`src/rtl/led_stream_driver.sv`:
```
// ---------------------------------------------------------------------------
// led_stream_driver
//
// Serial driver for WS2812-class addressable LED chains. Pixels arrive on a
// valid/ready stream and pass through a one-pixel holding register and a
// shift register. Each pixel goes out MSB-first with no gap between bit
// periods. Each refresh ends with a latch (reset) low period.
//
// Ports
//   clk_i          system clock, rising edge
//   rst_ni         asynchronous active-low reset
//   start_i        one-cycle request to send a frame (ignored while busy)
//   pixel_data_i   pixel word in wire order, bit [BITS_PER_LED-1] sent first
//   pixel_valid_i  pixel_data_i is valid
//   pixel_ready_o  driver accepts a pixel this cycle
//   address_o      index of the next pixel to be accepted
//   busy_o         frame in progress, including the latch period
//   frame_done_o   one-cycle pulse at the end of the latch period
//   underrun_o     sticky: a pixel was needed but the holding register was
//                  empty; cleared by start
//   do_o           serial line to the LED chain
// ---------------------------------------------------------------------------
module led_stream_driver #(
  parameter int NUM_LEDS     = 150,
  parameter int BITS_PER_LED = 24,
  parameter int SYSTEM_CLOCK = 50_000_000,
  parameter int T0H_NS       = 400,
  parameter int T1H_NS       = 800,
  parameter int BIT_NS       = 1250,
  parameter int LATCH_NS     = 80000,
  localparam int ADDR_W      = (NUM_LEDS > 1) ? $clog2(NUM_LEDS) : 1
) (
  input  logic                    clk_i,
  input  logic                    rst_ni,
  input  logic                    start_i,
  input  logic [BITS_PER_LED-1:0] pixel_data_i,
  input  logic                    pixel_valid_i,
  output logic                    pixel_ready_o,
  output logic [ADDR_W-1:0]       address_o,
  output logic                    busy_o,
  output logic                    frame_done_o,
  output logic                    underrun_o,
  output logic                    do_o
);

  // state   | meaning
  // --------+-----------------------------------------------------------
  // S_IDLE  | no frame; DO low; waits for start
  // S_WAIT  | frame active, shift register empty; waits for a pixel
  // S_BIT   | shifting one bit period per BIT_CYC cycles
  // S_LATCH | all pixels sent; DO held low for the latch time

  localparam int CLK_MHZ   = SYSTEM_CLOCK / 1_000_000;
  localparam int T0H_CYC   = CLK_MHZ * T0H_NS / 1000;
  localparam int T1H_CYC   = CLK_MHZ * T1H_NS / 1000;
  localparam int BIT_CYC   = CLK_MHZ * BIT_NS / 1000;
  localparam int LATCH_CYC = CLK_MHZ * LATCH_NS / 1000;

  localparam int TMR_MAX = (LATCH_CYC > BIT_CYC - 1) ? LATCH_CYC : BIT_CYC - 1;
  localparam int TMR_W   = $clog2(TMR_MAX + 1);
  localparam int CNT_W   = $clog2(NUM_LEDS + 1);
  localparam int BCNT_W  = (BITS_PER_LED > 1) ? $clog2(BITS_PER_LED) : 1;

  localparam logic [TMR_W-1:0]  BIT_LAST   = TMR_W'(BIT_CYC - 1);
  localparam logic [TMR_W-1:0]  T0H_C      = TMR_W'(T0H_CYC);
  localparam logic [TMR_W-1:0]  T1H_C      = TMR_W'(T1H_CYC);
  localparam logic [TMR_W-1:0]  LATCH_LOAD = TMR_W'(LATCH_CYC);
  localparam logic [CNT_W-1:0]  NUM_C      = CNT_W'(NUM_LEDS);
  localparam logic [ADDR_W-1:0] ADDR_LAST  = ADDR_W'(NUM_LEDS - 1);
  localparam logic [BCNT_W-1:0] BCNT_LAST  = BCNT_W'(BITS_PER_LED - 1);

  typedef enum logic [1:0] {
    S_IDLE  = 2'd0,
    S_WAIT  = 2'd1,
    S_BIT   = 2'd2,
    S_LATCH = 2'd3
  } state_e;

  state_e                  state_q, state_d;
  logic [TMR_W-1:0]        timer_q, timer_d;
  logic [BCNT_W-1:0]       bitcnt_q, bitcnt_d;
  logic [BITS_PER_LED-1:0] shift_q, shift_d;
  logic [BITS_PER_LED-1:0] hold_q, hold_d;
  logic                    hold_full_q, hold_full_d;
  logic [CNT_W-1:0]        acc_q, acc_d;
  logic [CNT_W-1:0]        sent_q, sent_d;
  logic [ADDR_W-1:0]       addr_q, addr_d;
  logic                    busy_q, busy_d;
  logic                    underrun_q, underrun_d;
  logic                    frame_done_q, frame_done_d;
  logic                    do_q, do_d;

  logic                    accept;
  logic                    load_shift;
  logic [TMR_W-1:0]        elapsed;
  logic [TMR_W-1:0]        high_len;

  assign pixel_ready_o = busy_q && !hold_full_q && (acc_q < NUM_C);
  assign accept        = pixel_valid_i && pixel_ready_o;

  // Cycles spent in the current bit; only meaningful in S_BIT, where the
  // timer never exceeds BIT_LAST.
  assign elapsed  = BIT_LAST - timer_q;
  assign high_len = shift_q[BITS_PER_LED-1] ? T1H_C : T0H_C;

  always_comb begin
    state_d      = state_q;
    timer_d      = timer_q;
    bitcnt_d     = bitcnt_q;
    shift_d      = shift_q;
    hold_d       = hold_q;
    hold_full_d  = hold_full_q;
    acc_d        = acc_q;
    sent_d       = sent_q;
    addr_d       = addr_q;
    busy_d       = busy_q;
    underrun_d   = underrun_q;
    frame_done_d = 1'b0;
    do_d         = 1'b0;
    load_shift   = 1'b0;

    if (accept) begin
      hold_d      = pixel_data_i;
      hold_full_d = 1'b1;
      acc_d       = acc_q + CNT_W'(1);
      if (addr_q != ADDR_LAST) begin
        addr_d = addr_q + ADDR_W'(1);
      end
    end

    case (state_q)
      S_IDLE: begin
        if (start_i) begin
          busy_d     = 1'b1;
          addr_d     = '0;
          acc_d      = '0;
          sent_d     = '0;
          underrun_d = 1'b0;
          state_d    = S_WAIT;
        end
      end

      S_WAIT: begin
        if (hold_full_q) begin
          load_shift = 1'b1;
          state_d    = S_BIT;
        end
      end

      S_BIT: begin
        do_d = (elapsed < high_len);
        if (timer_q != '0) begin
          timer_d = timer_q - TMR_W'(1);
        end else if (bitcnt_q != '0) begin
          bitcnt_d = bitcnt_q - BCNT_W'(1);
          shift_d  = shift_q << 1;
          timer_d  = BIT_LAST;
        end else if (sent_q == NUM_C) begin
          // DO is registered one cycle behind the state, so the latch
          // counter runs LATCH_CYC+1 cycles to leave exactly LATCH_CYC
          // cycles of low on the wire after the last bit.
          state_d = S_LATCH;
          timer_d = LATCH_LOAD;
        end else if (hold_full_q) begin
          load_shift = 1'b1;
        end else begin
          underrun_d = 1'b1;
          state_d    = S_WAIT;
        end
      end

      S_LATCH: begin
        if (timer_q != '0) begin
          timer_d = timer_q - TMR_W'(1);
        end else begin
          state_d      = S_IDLE;
          busy_d       = 1'b0;
          frame_done_d = 1'b1;
        end
      end

      default: begin
        state_d = S_IDLE;
      end
    endcase

    // Accept and load are mutually exclusive: accept needs the holding
    // register empty, load needs it full.
    if (load_shift) begin
      shift_d     = hold_q;
      hold_full_d = 1'b0;
      sent_d      = sent_q + CNT_W'(1);
      bitcnt_d    = BCNT_LAST;
      timer_d     = BIT_LAST;
    end
  end

  always_ff @(posedge clk_i or negedge rst_ni) begin
    if (!rst_ni) begin
      state_q      <= S_IDLE;
      timer_q      <= '0;
      bitcnt_q     <= '0;
      shift_q      <= '0;
      hold_q       <= '0;
      hold_full_q  <= 1'b0;
      acc_q        <= '0;
      sent_q       <= '0;
      addr_q       <= '0;
      busy_q       <= 1'b0;
      underrun_q   <= 1'b0;
      frame_done_q <= 1'b0;
      do_q         <= 1'b0;
    end else begin
      state_q      <= state_d;
      timer_q      <= timer_d;
      bitcnt_q     <= bitcnt_d;
      shift_q      <= shift_d;
      hold_q       <= hold_d;
      hold_full_q  <= hold_full_d;
      acc_q        <= acc_d;
      sent_q       <= sent_d;
      addr_q       <= addr_d;
      busy_q       <= busy_d;
      underrun_q   <= underrun_d;
      frame_done_q <= frame_done_d;
      do_q         <= do_d;
    end
  end

  assign address_o    = addr_q;
  assign busy_o       = busy_q;
  assign frame_done_o = frame_done_q;
  assign underrun_o   = underrun_q;
  assign do_o         = do_q;

endmodule

```
`config.mk`:
```
export PLATFORM = sky130hd
export DESIGN_NAME = led_stream_driver
export DESIGN_NICKNAME = d
export VERILOG_FILES = /design/src/rtl/led_stream_driver.sv
export SDC_FILE = /design/constraint.sdc
export NUM_CORES = 1
export LEC_CHECK = 0
export BUFFER_PORTS_ARGS = -buffer_cell sky130_fd_sc_hd__buf_2
export CORE_MARGIN = 5
export CORE_UTILIZATION = 25
export CTS_CLUSTER_SIZE = 28
export DETAILED_ROUTE_END_ITERATION = 12
export GPL_ROUTABILITY_DRIVEN = 0
export MAX_ROUTING_LAYER = met4
export SLEW_MARGIN = 10
export SYNTH_ARGS = -nofsm -noshare
export SYNTH_HDL_FRONTEND = slang
export SYNTH_SLANG_ARGS = --single-unit
```
`constraint.sdc`:
```
create_clock -name clk_i -period 3.2 [get_ports clk_i]
set_clock_uncertainty 0.15 [all_clocks]
set_input_delay 0.48 -clock clk_i [delete_from_list [all_inputs] [get_ports clk_i]]
set_output_delay 0.48 -clock clk_i [all_outputs]
set_load 0.01 [all_outputs]
```
## Word level (Yosys, flattened, before mapping)

Index checks and enable logic that the tools add are counted.

| word-level totals | value |
|---|---|
| input port bits | 28 |
| output and inout port bits | 13 |
| logic and storage cells | 110 |
| register bits after elaboration | 96 |

| operators by class | value |
|---|---|
| add/sub/neg operators | 6 |
| order comparisons | 2 |
| reduce and logical (&&, ||, !) cells | 21 |
| multiplexer cells | 52 |
| equal/unequal tests | 16 |

Operators by type and width:

| operator | count |
|---|---|
| 24-bit 2-to-1 mux | 4 |
| 8-bit 2-to-1 mux | 10 |
| 12-bit 2-to-1 mux | 5 |
| 8-bit by 1-bit adder with 8-bit output, second input constant | 3 |
| 12-bit one-hot mux with 2 select lines | 1 |
| 5-bit 2-to-1 mux | 4 |
| 1-bit 2-to-1 mux | 16 |
| 2-bit != test, second input constant | 8 |
| 2-bit 2-to-1 mux | 7 |
| 2-bit nonzero test | 7 |
| 12-bit by 6-bit < comparator with 1-bit output | 1 |
| 6-bit AND reduction | 2 |
| 12-bit nonzero test | 1 |
| 12-bit by 1-bit subtractor with 12-bit output, second input constant | 1 |
| 6-bit by 12-bit subtractor with 12-bit output, first input constant | 1 |
| 3-bit AND reduction | 3 |
| 8-bit == test, second input constant | 1 |
| 8-bit < comparator, second input constant | 1 |
| 8-bit != test, second input constant | 1 |
| 2-bit one-hot mux with 4 select lines | 1 |
| 6-bit 2-to-1 mux | 1 |
| 3-bit != test, second input constant | 2 |
| 1-bit one-hot mux with 2 select lines | 3 |
| 5-bit != test, second input constant | 1 |
| 9 further kinds | 12 |

## Longest topological paths before layout

| logic depth | value |
|---|---|
| depth in word-level cells | 7 |
| mapped depth | 10 |
| mapped depth without buffers | 7 |

## Worst setup path before layout

Ideal clock, no wire load.

| timing | value |
|---|---|
| kind | reg2reg |
| start | reg bitcnt_q[0] |
| end | reg shift_q[17] |
| data arrival time | 2.084 ns |
| required time | 2.968 ns |
| library setup time | 0.082 ns |
| path slack | 0.884 ns |
| cell stages (with the launch flop) | 10 |
| cells stage by stage | dfrtp_1 -> inv_1 -> ha_1 -> or4b_1 -> buf_2 -> and2_0 -> nand2_1 -> clkbuf_1 -> nand2_1 -> a31oi_1 |

| between the ends | value |
|---|---|
| word-level cells in the longest chain between the ends | 6 |

RTL lines:

| item | RTL line | text |
|---|---|---|
| start, declared | 81 | `logic [BCNT_W-1:0] bitcnt_q, bitcnt_d;` |
| start signal, assigned | 216 | `bitcnt_q <= bitcnt_d;` |
| 5-bit nonzero test (*) | 154 | `end else if (bitcnt_q != '0) begin` |
| 1-bit 2-to-1 mux | 154 |  |
| 1-bit 2-to-1 mux | 152 | `if (timer_q != '0) begin` |
| 1-bit one-hot mux with 2 select lines | 131 | `case (state_q)` |
| 2-bit != test (no line) / 2-bit nonzero test (equally long branches) | -- |  |
| 3-bit AND reduction (no line) | -- |  |
| end signal, assigned | 217 | `shift_q <= shift_d;` |
| end, declared | 82 | `logic [BITS_PER_LED-1:0] shift_q, shift_d;` |

Every way passes the cells marked *; elsewhere a longest branch is shown, timed or not.
A chain may end at the register's enable or synchronous reset.

## Worst setup path in the final report

| timing | value |
|---|---|
| start | reg timer_q[1] |
| end | reg shift_q[12] |

| between the ends | value |
|---|---|
| word-level cells in the longest chain between the ends | 5 |

RTL lines:

| item | RTL line | text |
|---|---|---|
| start, declared | 80 | `logic [TMR_W-1:0] timer_q, timer_d;` |
| start signal, assigned | 215 | `timer_q <= timer_d;` |
| 12-bit nonzero test (*) | 152 |  |
| 1-bit 2-to-1 mux | 152 |  |
| 1-bit one-hot mux with 2 select lines | 131 |  |
| 2-bit != test (no line) / 2-bit nonzero test (equally long branches) | -- |  |
| 3-bit AND reduction (no line) | -- |  |

Marked as above.

==> flow_summary.toml <==
[run_status]
outcome = "finished, violations left"
violations = "negative hold slack"

[pwr]
power.total_mw = 2.51
power_leakage_nw = 2.88
p_sw_mw = 0.483
switching_share_pct = 19.3
p_int_mw = 2.03
power_frac_comb_pct = 1.7
powerDensity_nw_per_um2 = 426
p_seq_share_pct = 48.3
p_clk_share_pct = 49.9
ir_drop_v = 0.000255

[floorplan]
die_x_um = 152
ioPinCount = 41
start_util_pct = 25.6
rows = 51
die_y_um = 152
dieArea_um2 = 23000
core_area_um2 = 19600

[sta]
finalSetupViolCount = 0
min_period_over_period_pct = 88.8
worst_pin_slew_ns = 0.700
rsz0062_at_grt = "no"
clock.fmax_mhz = 352
relSlewSlack_pct = 52.7
finalHoldViolCount = 8
slew_violations = 0
period_needed_ns = 2.84
whs_ns = -0.0124
setup_ws_ns = 0.358
finalSetupTns_ns = 0

[critical_path]
crit_fanout = 28
r2r-end = "shift_q[12]$_DFFE_PN0P_"
crit_path_end = "shift_q[12]$_DFFE_PN0P_"
cp_data_required_time_ns = 3.26
worst_setup_path_start_kind = "register"
reg2reg_from = "timer_q[1]$_DFFE_PN0P_"
crit_path_end_kind = "register"
worstPathArrival_ns = 2.90
r2r_cells = 8
critPathKind = "reg2reg"
crit_path_start = "timer_q[1]$_DFFE_PN0P_"
ff2ff_setup_slack_ns = 0.36

[placed_design]
dp_slack_ns = 0.372
io_buffers = 40
hpwl_um = 7970

[routing]
vias = 4036
wl_per_cell_um = 13.2
postRouteAntennaNets = 0
firstDrtPassIters = 5
drt_iter0_markers = 295
viasPerCell = 4.65
drc = 0
finalWirelength_um = 11400

[clock_network]
cts_tree = "yes"
post_cts_resized = 0
postCtsHoldBufs = 0
cts_made_buffers = 9
clkLatencyLatePin_ns = 0.34
clkTransAtPathRegs_ns = 0.06
cts.sinks = 96
clock_path_buffers = 2
root_buffer = "clkbuf_16"
h-tree-depth = 3
postCtsSetupBuffers = 0

[synth]
synth_area_um2 = 5020
syn-num-nets = 610
yosys_warnings = 0
synth-seq-area-share_pct = 47.9
synth_seq_cells = 96
syn_avg_cell_area_um2 = 8.91
syn_inst = 563
ys.flop_type = "dfrtp_1"
synth.distinct_cells = 66
synth_edf_count = 0
async_flop_share_pct = 100

[flow_run]
cap_violations = 0

[finish]
nets = 647
syn_to_final_growth_pct = 17.4
num_antenna_cells = 0
final_common_cell = "nand2_1"
drive_gt1_share_pct = 13.3
most-common-layout-cells = "nand2_1, dfrtp_1, nor2_1"
fill_cells = 2090

[global_routing]
grt-ovfl-total = 0
grt_max_degree = 53
gr-usage-all-layers_pct = 10.7
grt_pass1_wl_um = 19400
grt_pass1_vias = 3905
antenna_found_initial = 0

[min_path]
hold_path_class = "in2async"
## synthesized netlist by cell type (all sizes together) (3+ instances only)
| library cell | instances | share of area [%] |
|---|---|---|
| clkbuf | 16 | 1.2 |
| nand2 | 148 | 11 |
| o41ai | 3 | 0.90 |
| mux2i | 3 | 0.60 |
| o211ai | 3 | 0.45 |
| a211oi | 3 | 0.45 |
| a31oi | 27 | 3.4 |
| o32a | 3 | 0.60 |
| a211o | 3 | 0.52 |
| and2 | 5 | 0.62 |
| nor2b | 3 | 0.37 |
| nor4b | 3 | 0.82 |
| nand4 | 7 | 1.2 |
| a21oi | 13 | 1.3 |
| buf | 14 | 1.7 |
| and4 | 3 | 0.52 |
| ha | 19 | 4.7 |
| o21ai | 19 | 1.9 |
| dfrtp | 96 | 48 |
| xnor2 | 11 | 1.9 |
| and3 | 8 | 1.0 |
| inv | 12 | 0.90 |
| nand3 | 20 | 2.0 |
| xor2 | 9 | 1.6 |
| nor4 | 4 | 0.80 |
| nor2 | 64 | 4.8 |
| nor3 | 11 | 1.1 |
## critical path: stages, from the launching register on
cell and delay (ns):
dfrtp_1 0.42, inv_1 0.13, ha_1 0.16, nor4b_4 0.37, nand4_4 0.20, o41a_2 0.77
buf_4 0.32, nor2_1 0.11, a31oi_1 0.05
## layer usage
| metal | vias up | part of all wire (%) | track usage (%) |
|---|---|---|---|
| li1 | 2011 | - | - |
| met4 | 0 | 1.8 | 4.31 |
| met2 | 76 | 46 | 16.0 |
| met1 | 1937 | 49 | 14.6 |
| met5 | - | 0 | - |
| met3 | 12 | 3.2 | 1.67 |
## logic make-up after synthesis
group / Yosys count / share of synthesized area [%]
AOI/OAI and AO/OA: 95 / 13.1
DFF: 96 / 47.9
buffers and inverters: 42 / 3.82
and+or+nand+nor: 286 / 26.0
adders and majority gates: 19 / 4.74
muxes: 5 / 1.05
xor gates and xnor gates: 20 / 3.49
## per-stage QoR
| stage | util (%) | area, um^2 | instances |
|---|---|---|---|
| after floorplan | - | 5020 | 563 |
| after global placement | 28.3 | 5550 | 854 |
| after detailed placement | 28.3 | 5550 | 854 |
| after CTS | 30.1 | 5890 | 868 |
| after global routing | 30.1 | 5890 | 868 |
| final | 30.1 | 5890 | 868 |
## power by group through the flow
stage / combinational (mW) / sequential (mW) / clock (mW)
2_1_floorplan: 0.000360 / 1.24 / 0
6_report: 0.0431 / 1.21 / 1.25
4_1_cts: 0.0463 / 1.21 / 1.29
3_3_place_gp: 0.0456 / 1.24 / 0
5_1_grt: 0.0515 / 1.21 / 1.33
3_5_place_dp: 0.0462 / 1.24 / 0
## area by class of cell
type	count	area (um^2)	area share (%)
clock buffers	11	253	4.29
clock inverters	3	90.1	1.53
inverters	12	45.0	0.765
multi-input cells	425	2430	41.3
flip-flops and latches	96	2400	40.8
well taps	265	332	5.63
repair buffers	56	335	5.69
## worst min-delay path by stage
stage | from | slack, ns | cells past startpoint | to
after floorplan | rst_ni | 0.03 | 0 | acc_q[0]$_DFF_PN0_
after global placement | hold_q[16]$_DFFE_PN0N_ | 0.32 | 2 | hold_q[16]$_DFFE_PN0N_
after detailed placement | hold_q[6]$_DFFE_PN0N_ | 0.32 | 2 | hold_q[6]$_DFFE_PN0N_
after CTS | rst_ni | 0.009 | 1 | timer_q[10]$_DFFE_PN0P_
after global routing | rst_ni | 0.04 | 1 | timer_q[10]$_DFFE_PN0P_
final | rst_ni | -0.01 | 1 | timer_q[10]$_DFFE_PN0P_
## registers in the layout, indices dropped and copies added, names as in the netlist
signal and cells:
bitcnt_q 5, sent_q 8, busy_o 1, hold_q 24
underrun_o 1, address_o 8, hold_full_q 1, do_o 1
state_q 2, shift_q 24, frame_done_o 1, acc_q 8
timer_q 12
Power figures use the tool's default switching activity.
